===== src/rtl/pipeline_hazard_ctrl_if.sv =====
// Control bus between the 5-stage datapath and the hazard control unit.
// The datapath (master) supplies ID/EX stage information; the control unit
// (slave) returns the pipeline-register controls, the halted flag and the
// event counters.
interface pipeline_hazard_ctrl_if #(
    parameter int RegAddrBits = 3,
    parameter int CntWidth    = 16
);
    logic [RegAddrBits-1:0] id_rs;
    logic [RegAddrBits-1:0] id_rt;
    logic                   id_uses_rs;
    logic                   id_uses_rt;
    logic                   id_is_halt;
    logic                   ex_mem_read;
    logic                   ex_reg_write;
    logic [RegAddrBits-1:0] ex_rd;
    logic                   ex_branch_taken;
    logic                   pc_write;
    logic                   ifid_write;
    logic                   ifid_flush;
    logic                   idex_bubble;
    logic                   halted;
    logic [CntWidth-1:0]    stall_cnt;
    logic [CntWidth-1:0]    flush_cnt;

    modport master (
        output id_rs, id_rt, id_uses_rs, id_uses_rt, id_is_halt,
               ex_mem_read, ex_reg_write, ex_rd, ex_branch_taken,
        input  pc_write, ifid_write, ifid_flush, idex_bubble,
               halted, stall_cnt, flush_cnt
    );

    modport slave (
        input  id_rs, id_rt, id_uses_rs, id_uses_rt, id_is_halt,
               ex_mem_read, ex_reg_write, ex_rd, ex_branch_taken,
        output pc_write, ifid_write, ifid_flush, idex_bubble,
               halted, stall_cnt, flush_cnt
    );
endinterface


===== src/rtl/pipeline_hazard_ctrl.sv =====
// Pipeline hazard control for the 16-bit, 8-register, 5-stage processor.
// Stalls the front end on load-use hazards, flushes wrong-path work on a
// taken branch, drains and freezes the pipeline on HALT, and keeps
// saturating stall/flush event counters. Control outputs are combinational
// from state and inputs; state, drain count, halted and counters are flops.
module pipeline_hazard_ctrl #(
    parameter int RegAddrBits = 3,
    parameter int CntWidth    = 16,
    parameter int DrainCycles = 3
) (
    input  logic                   CLK,
    input  logic                   RST,
    pipeline_hazard_ctrl_if.slave  bus
);
    localparam int DrainBits = $clog2(DrainCycles + 1);
    localparam logic [DrainBits-1:0] DrainLast = DrainBits'(DrainCycles - 1);

    typedef enum logic [1:0] {
        ST_RUN    = 2'd0,
        ST_DRAIN  = 2'd1,
        ST_HALTED = 2'd2
    } state_t;

    state_t                 state_r;
    state_t                 state_nxt_s;
    logic [DrainBits-1:0]   drain_r;
    logic [DrainBits-1:0]   drain_nxt_s;
    logic                   halted_r;
    logic [CntWidth-1:0]    stall_cnt_r;
    logic [CntWidth-1:0]    flush_cnt_r;
    logic                   stall_inc_s;
    logic                   flush_inc_s;
    logic                   lu_s;
    logic                   pc_write_s;
    logic                   ifid_write_s;
    logic                   ifid_flush_s;
    logic                   idex_bubble_s;

    // Counter increment that sticks at all-ones instead of wrapping.
    function automatic logic [CntWidth-1:0] sat_inc(input logic [CntWidth-1:0] v);
        if (&v) begin
            return v;
        end else begin
            return v + CntWidth'(1);
        end
    endfunction

    // Load-use hazard: the load in EX writes a register the ID instruction reads ($0 excluded).
    always_comb begin
        lu_s = bus.ex_mem_read && bus.ex_reg_write &&
               (bus.ex_rd != {RegAddrBits{1'b0}}) &&
               ((bus.id_uses_rs && (bus.id_rs == bus.ex_rd)) ||
                (bus.id_uses_rt && (bus.id_rt == bus.ex_rd)));
    end

    // Next-state, event strobes and pipeline-register controls.
    always_comb begin
        state_nxt_s   = state_r;
        drain_nxt_s   = drain_r;
        stall_inc_s   = 1'b0;
        flush_inc_s   = 1'b0;
        pc_write_s    = 1'b0;
        ifid_write_s  = 1'b0;
        ifid_flush_s  = 1'b0;
        idex_bubble_s = 1'b1;
        if (RST) begin
            ifid_flush_s  = 1'b1;
            idex_bubble_s = 1'b1;
        end else begin
            case (state_r)
                ST_RUN: begin
                    if (bus.ex_branch_taken) begin
                        // Wrong-path flush wins; any HALT in ID is discarded.
                        pc_write_s    = 1'b1;
                        ifid_write_s  = 1'b1;
                        ifid_flush_s  = 1'b1;
                        idex_bubble_s = 1'b1;
                        flush_inc_s   = 1'b1;
                    end else if (lu_s) begin
                        // Hold PC and IF/ID; a HALT in ID waits here too.
                        idex_bubble_s = 1'b1;
                        stall_inc_s   = 1'b1;
                    end else if (bus.id_is_halt) begin
                        // HALT proceeds into EX; the front end stops fetching.
                        idex_bubble_s = 1'b0;
                        state_nxt_s   = ST_DRAIN;
                        drain_nxt_s   = {DrainBits{1'b0}};
                    end else begin
                        pc_write_s    = 1'b1;
                        ifid_write_s  = 1'b1;
                        idex_bubble_s = 1'b0;
                    end
                end
                ST_DRAIN: begin
                    if (drain_r == DrainLast) begin
                        state_nxt_s = ST_HALTED;
                    end else begin
                        drain_nxt_s = drain_r + DrainBits'(1);
                    end
                end
                ST_HALTED: begin
                    state_nxt_s = ST_HALTED;
                end
                default: begin
                    state_nxt_s = ST_RUN;
                    drain_nxt_s = {DrainBits{1'b0}};
                end
            endcase
        end
    end

    // State, drain count, halted flag and saturating event counters.
    always_ff @(posedge CLK or posedge RST) begin
        if (RST) begin
            state_r     <= ST_RUN;
            drain_r     <= {DrainBits{1'b0}};
            halted_r    <= 1'b0;
            stall_cnt_r <= {CntWidth{1'b0}};
            flush_cnt_r <= {CntWidth{1'b0}};
        end else begin
            state_r  <= state_nxt_s;
            drain_r  <= drain_nxt_s;
            halted_r <= (state_nxt_s == ST_HALTED);
            if (stall_inc_s) begin
                stall_cnt_r <= sat_inc(stall_cnt_r);
            end
            if (flush_inc_s) begin
                flush_cnt_r <= sat_inc(flush_cnt_r);
            end
        end
    end

    assign bus.pc_write    = pc_write_s;
    assign bus.ifid_write  = ifid_write_s;
    assign bus.ifid_flush  = ifid_flush_s;
    assign bus.idex_bubble = idex_bubble_s;
    assign bus.halted      = halted_r;
    assign bus.stall_cnt   = stall_cnt_r;
    assign bus.flush_cnt   = flush_cnt_r;
endmodule


===== src/flat_wrapper.sv =====
// flat-port wrapper written by rule: the top's interface ports become plain ports
module pipeline_hazard_ctrl_flat 
#(
    parameter int RegAddrBits = 3,
    parameter int CntWidth    = 16,
    parameter int DrainCycles = 3
)
  (CLK, RST, bus_id_rs, bus_id_rt, bus_id_uses_rs, bus_id_uses_rt, bus_id_is_halt, bus_ex_mem_read, bus_ex_reg_write, bus_ex_rd, bus_ex_branch_taken, bus_pc_write, bus_ifid_write, bus_ifid_flush, bus_idex_bubble, bus_halted, bus_stall_cnt, bus_flush_cnt);
  pipeline_hazard_ctrl_if #(.RegAddrBits(RegAddrBits), .CntWidth(CntWidth)) bus_i ();
  input  logic CLK;
  input  logic RST;
  input wire logic [$bits(bus_i.id_rs)-1:0] bus_id_rs;
  input wire logic [$bits(bus_i.id_rt)-1:0] bus_id_rt;
  input wire logic [$bits(bus_i.id_uses_rs)-1:0] bus_id_uses_rs;
  input wire logic [$bits(bus_i.id_uses_rt)-1:0] bus_id_uses_rt;
  input wire logic [$bits(bus_i.id_is_halt)-1:0] bus_id_is_halt;
  input wire logic [$bits(bus_i.ex_mem_read)-1:0] bus_ex_mem_read;
  input wire logic [$bits(bus_i.ex_reg_write)-1:0] bus_ex_reg_write;
  input wire logic [$bits(bus_i.ex_rd)-1:0] bus_ex_rd;
  input wire logic [$bits(bus_i.ex_branch_taken)-1:0] bus_ex_branch_taken;
  output wire logic [$bits(bus_i.pc_write)-1:0] bus_pc_write;
  output wire logic [$bits(bus_i.ifid_write)-1:0] bus_ifid_write;
  output wire logic [$bits(bus_i.ifid_flush)-1:0] bus_ifid_flush;
  output wire logic [$bits(bus_i.idex_bubble)-1:0] bus_idex_bubble;
  output wire logic [$bits(bus_i.halted)-1:0] bus_halted;
  output wire logic [$bits(bus_i.stall_cnt)-1:0] bus_stall_cnt;
  output wire logic [$bits(bus_i.flush_cnt)-1:0] bus_flush_cnt;
  assign bus_i.id_rs = bus_id_rs;
  assign bus_i.id_rt = bus_id_rt;
  assign bus_i.id_uses_rs = bus_id_uses_rs;
  assign bus_i.id_uses_rt = bus_id_uses_rt;
  assign bus_i.id_is_halt = bus_id_is_halt;
  assign bus_i.ex_mem_read = bus_ex_mem_read;
  assign bus_i.ex_reg_write = bus_ex_reg_write;
  assign bus_i.ex_rd = bus_ex_rd;
  assign bus_i.ex_branch_taken = bus_ex_branch_taken;
  assign bus_pc_write = bus_i.pc_write;
  assign bus_ifid_write = bus_i.ifid_write;
  assign bus_ifid_flush = bus_i.ifid_flush;
  assign bus_idex_bubble = bus_i.idex_bubble;
  assign bus_halted = bus_i.halted;
  assign bus_stall_cnt = bus_i.stall_cnt;
  assign bus_flush_cnt = bus_i.flush_cnt;
  pipeline_hazard_ctrl #(.RegAddrBits(RegAddrBits), .CntWidth(CntWidth), .DrainCycles(DrainCycles)) u_core (.CLK(CLK), .RST(RST), .bus(bus_i));
endmodule

===== config.mk =====
export PLATFORM = sky130hd
export DESIGN_NAME = pipeline_hazard_ctrl_flat
export DESIGN_NICKNAME = d
export VERILOG_FILES = /design/src/rtl/pipeline_hazard_ctrl_if.sv /design/src/rtl/pipeline_hazard_ctrl.sv /design/src/flat_wrapper.sv
export SDC_FILE = /design/constraint.sdc
export NUM_CORES = 1
export LEC_CHECK = 0
export ABC_AREA = 1
export BUFFER_PORTS_ARGS = -buffer_cell sky130_fd_sc_hd__buf_2
export CORE_MARGIN = 1
export CORE_UTILIZATION = 49
export DETAILED_ROUTE_END_ITERATION = 8
export PLACE_DENSITY = 0.73
export SLEW_MARGIN = 10
export SYNTH_ARGS = -nofsm -noshare
export SYNTH_HDL_FRONTEND = slang
export SYNTH_SLANG_ARGS = --single-unit

===== constraint.sdc =====
create_clock -name CLK -period 2 [get_ports CLK]
set_clock_uncertainty 0.2 [all_clocks]
set_input_delay 0.3 -clock CLK [delete_from_list [all_inputs] [get_ports CLK]]
set_output_delay 0.3 -clock CLK [all_outputs]
set_load 0.01 [all_outputs]

==> flow_metrics.env <==
export IMPL_clkLatencyLatePin_ns=0.29
export IMPL_area_growth_pct=25.4
export IMPL_ios=54
export IMPL_switchingPower_mw=1.00
export IMPL_n_antenna_cell=0
export IMPL_wl_um=5300
export IMPL_drtIter0Drc=177
export IMPL_grt_max_degree=37
export IMPL_grt_overflow=0
export IMPL_slew_headroom=0.656
export IMPL_cts_num_sinks=37
export IMPL_path_clk_slew_ns=0.08
export IMPL_fillers=375
export IMPL_via_count=2271
export IMPL_startpoint_type="flip-flop"
export IMPL_ys_types=29
export IMPL_syn_area_um2=2360
export IMPL_htree_levels=2
export IMPL_syn_instance_count=313
export IMPL_root_buffer="clkbuf_8"
export IMPL_fin_area_um2=2960
export IMPL_post_route_min_period_ns=1.92
export IMPL_antenna_found_initial=0
export IMPL_tightestPinTransition_ns=0.512
export IMPL_port_buffers=53
export IMPL_initial_core_util=0.525
export IMPL_finalNetCount=409
export IMPL_reg2reg_from="u_core.bus.flush_cnt[0]$_DFFE_PP0P_"
export IMPL_switching_share=0.358
export IMPL_post_route_period_util=0.958
export IMPL_dp_final_hpwl_um=3940
export IMPL_finalHoldWorstSlack_ns=0.0451
export IMPL_crit_end="bus_ifid_write"
export IMPL_drive_gt1_frac=0.287
export IMPL_leakagePower_nw=1.53
export IMPL_dieArea_um2=5110
export IMPL_yosysWarnings=0
export IMPL_antenna_left=0
export IMPL_worstSetupEndpointType="primary output"
export IMPL_fin_total_pwr_mw=2.81
export IMPL_cts_tree="built"
export IMPL_p_comb_frac=0.327
export IMPL_grt_pass1_vias=2102
export IMPL_cp_required_ns=1.50
export IMPL_fp_dieH_um=71.5
export IMPL_numCtsBuffers=5
export IMPL_slew_viol_final=0
export IMPL_cts_max_path_buffers=2
export IMPL_dp_cells=425
export IMPL_seq_power_share=0.391
export IMPL_clockPowerShare=0.282
export IMPL_core_area_um2=4500
export IMPL_syn_nets=333
export IMPL_intPower_mw=1.80
export IMPL_die_w_um=71.5
export IMPL_gp_congestion=0.868
export IMPL_ys_ff_latch=37
export IMPL_status="finished, final reports clean"
export IMPL_grt_total_usage=0.228
export IMPL_reg2reg_to="u_core.bus.flush_cnt[10]$_DFFE_PP0P_"
export IMPL_viasPerCell=5.14
export IMPL_wl_per_cell_um=12.0
export IMPL_drt_first_pass_iters=4
export IMPL_stdcell_count=442
export IMPL_rr_worst_depth=8
export IMPL_fmax_mhz=522
export IMPL_powerDensity_nw_per_um2=947
export IMPL_syn_avg_cell_area_um2=7.55
export IMPL_synth_yosys_seq_area_share=0.392
export IMPL_drv_cap=0
export IMPL_hold_viol_final=0
export IMPL_hold_path_class="in -> async"
export IMPL_critPathArrivalTime_ns=1.42
export IMPL_setup_viol=0
export IMPL_drc=0
export IMPL_critPathMaxFanout=3
export IMPL_ir_worst_vdd_mv=0.566
export IMPL_startpoint="u_core.state_r[0]$_DFF_PP0_"
export IMPL_setup_reg_to_reg_worst_slack_ns=0.11
export IMPL_place_area_um2=2740
export IMPL_rows=24
export IMPL_crit_type="reg -> out"
export IMPL_grt_pass1_wl_um=9110
## power by group through the flow
stage               clock network, mW  logic (mW)  registers, mW
detailed placement                  0       0.857           1.11
global route                    0.831        1.04           1.12
floorplan                           0       0.496           1.15
CTS                             0.803       0.862           1.10
global placement                    0       0.841           1.10
finish                          0.791       0.919           1.10
## per-stage QoR
step	worst slack [ns]	setup TNS, ns	utilization
after floorplan	0.0408	0	-
after detailed placement	0.0600	0	0.607
final	0.0845	0	0.658
after global placement	0.136	0	0.607
after CTS	0.0389	0	0.640
after global routing	-0.0111	-0.0203	0.658
## worst min path at each step
| stage | depth (start not counted) | from | end | slack, ns |
|---|---|---|---|---|
| 2_1_floorplan | 1 | RST | u_core.bus.flush_cnt[0]$_DFFE_PP0P_ | 0.08 |
| 3_3_place_gp | 2 | RST | u_core.state_r[0]$_DFF_PP0_ | 0.05 |
| 3_5_place_dp | 2 | RST | u_core.state_r[0]$_DFF_PP0_ | 0.05 |
| 4_1_cts | 3 | RST | u_core.bus.stall_cnt[3]$_DFFE_PP0P_ | 0.06 |
| 5_1_grt | 3 | RST | u_core.bus.stall_cnt[3]$_DFFE_PP0P_ | 0.11 |
| 6_report | 3 | RST | u_core.bus.stall_cnt[12]$_DFFE_PP0P_ | 0.05 |
## critical path: stages, from the launching register on
cell	delay, ns
dfrtp_1	0.40
nor2_2	0.12
buf_4	0.13
inv_1	0.05
nor2_1	0.11
a31o_2	0.18
buf_2	0.13
## cells in the mapped netlist
library cell | number | area share
nand2_1 | 96 | 0.15
inv_1 | 43 | 0.068
dfrtp_1 | 37 | 0.39
nor2_1 | 24 | 0.038
nand3_1 | 21 | 0.044
xor2_1 | 17 | 0.063
o21ai_2 | 12 | 0.044
nand4_1 | 11 | 0.029
nor3_1 | 11 | 0.023
inv_2 | 5 | 0.0079
xnor2_1 | 4 | 0.015
ha_1 | 3 | 0.016
nand2_2 | 3 | 0.0079
nor2_2 | 3 | 0.0079
nor4_1 | 3 | 0.0079
o21ai_0 | 3 | 0.0064
o21ai_1 | 3 | 0.0064
a21oi_1 | 2 | 0.0042
buf_6 | 2 | 0.0095
a31o_2 | 1 | 0.0037
a31oi_2 | 1 | 0.0053
buf_4 | 1 | 0.0032
buf_8 | 1 | 0.0064
nand3_4 | 1 | 0.0074
nor2_8 | 1 | 0.0085
nor3_2 | 1 | 0.0042
nor4_2 | 1 | 0.0053
nor4_4 | 1 | 0.0090
o211ai_1 | 1 | 0.0032
## metal layers
| metal | vias up | part of all wire | track usage | routed length (um) |
|---|---|---|---|---|
| met5 | - | 0 | 0 | 0 |
| met4 | 0 | 0.026 | 0.105 | 138 |
| met1 | 1040 | 0.46 | 0.297 | 2430 |
| met2 | 67 | 0.47 | 0.364 | 2490 |
| met3 | 17 | 0.046 | 0.0506 | 242 |
| li1 | 1147 | - | - | - |
## kinds of logic after synthesis
logic type / after synthesis / synth area share
simple gates: 177 / 0.346
compound gates: 23 / 0.0736
flops: 37 / 0.392
fa+ha+maj: 3 / 0.0159
buf+inv: 52 / 0.0953
xor+xnor: 21 / 0.0778
## area by class of cell
| type | count | area, um2 | share of cell area |
|---|---|---|---|
| Clock buffer | 5 | 68.8 | 0.0232 |
| Clock inverter | 3 | 68.8 | 0.0232 |
| Inverter | 48 | 186 | 0.0629 |
| Multi-Input combinational cell | 224 | 1230 | 0.415 |
| Sequential cell | 37 | 926 | 0.313 |
| Tap cell | 52 | 65.1 | 0.0220 |
| Timing Repair Buffer | 73 | 418 | 0.141 |
## layout by cell type, fill, tap and decap left out, types with 2 or more instances in the layout
master / netlist / routed
nand2_1: 96 / 96
buf_2: 0 / 53
inv_1: 43 / 42
dfrtp_1: 37 / 37
nor2_1: 24 / 24
nand3_1: 21 / 21
buf_4: 1 / 19
xor2_1: 17 / 17
o21ai_2: 12 / 12
nand4_1: 11 / 11
nor3_1: 11 / 11
clkbuf_8: 0 / 5
inv_2: 5 / 4
xnor2_1: 4 / 4
nor2_2: 3 / 3
o21ai_0: 3 / 3
nor4_1: 3 / 3
o21ai_1: 3 / 3
nand2_2: 3 / 2
a21oi_1: 2 / 2
ha_1: 3 / 2
bufinv_16: 0 / 2
## sequential cells by signal (all words and copies together) (netlist names)
name,flops
u_core.drain_r,2
u_core.state_r,2
u_core.bus.halted,1
u_core.bus.flush_cnt,16
u_core.bus.stall_cnt,16
## timing repair
action,in CTS,in global routing
hold endpoints to repair,1,0
gates resized for setup,0,5
setup endpoints to repair,0,20
buffers inserted,0,8
hold buffers,1,0
(Power assumes the default switching activity.)
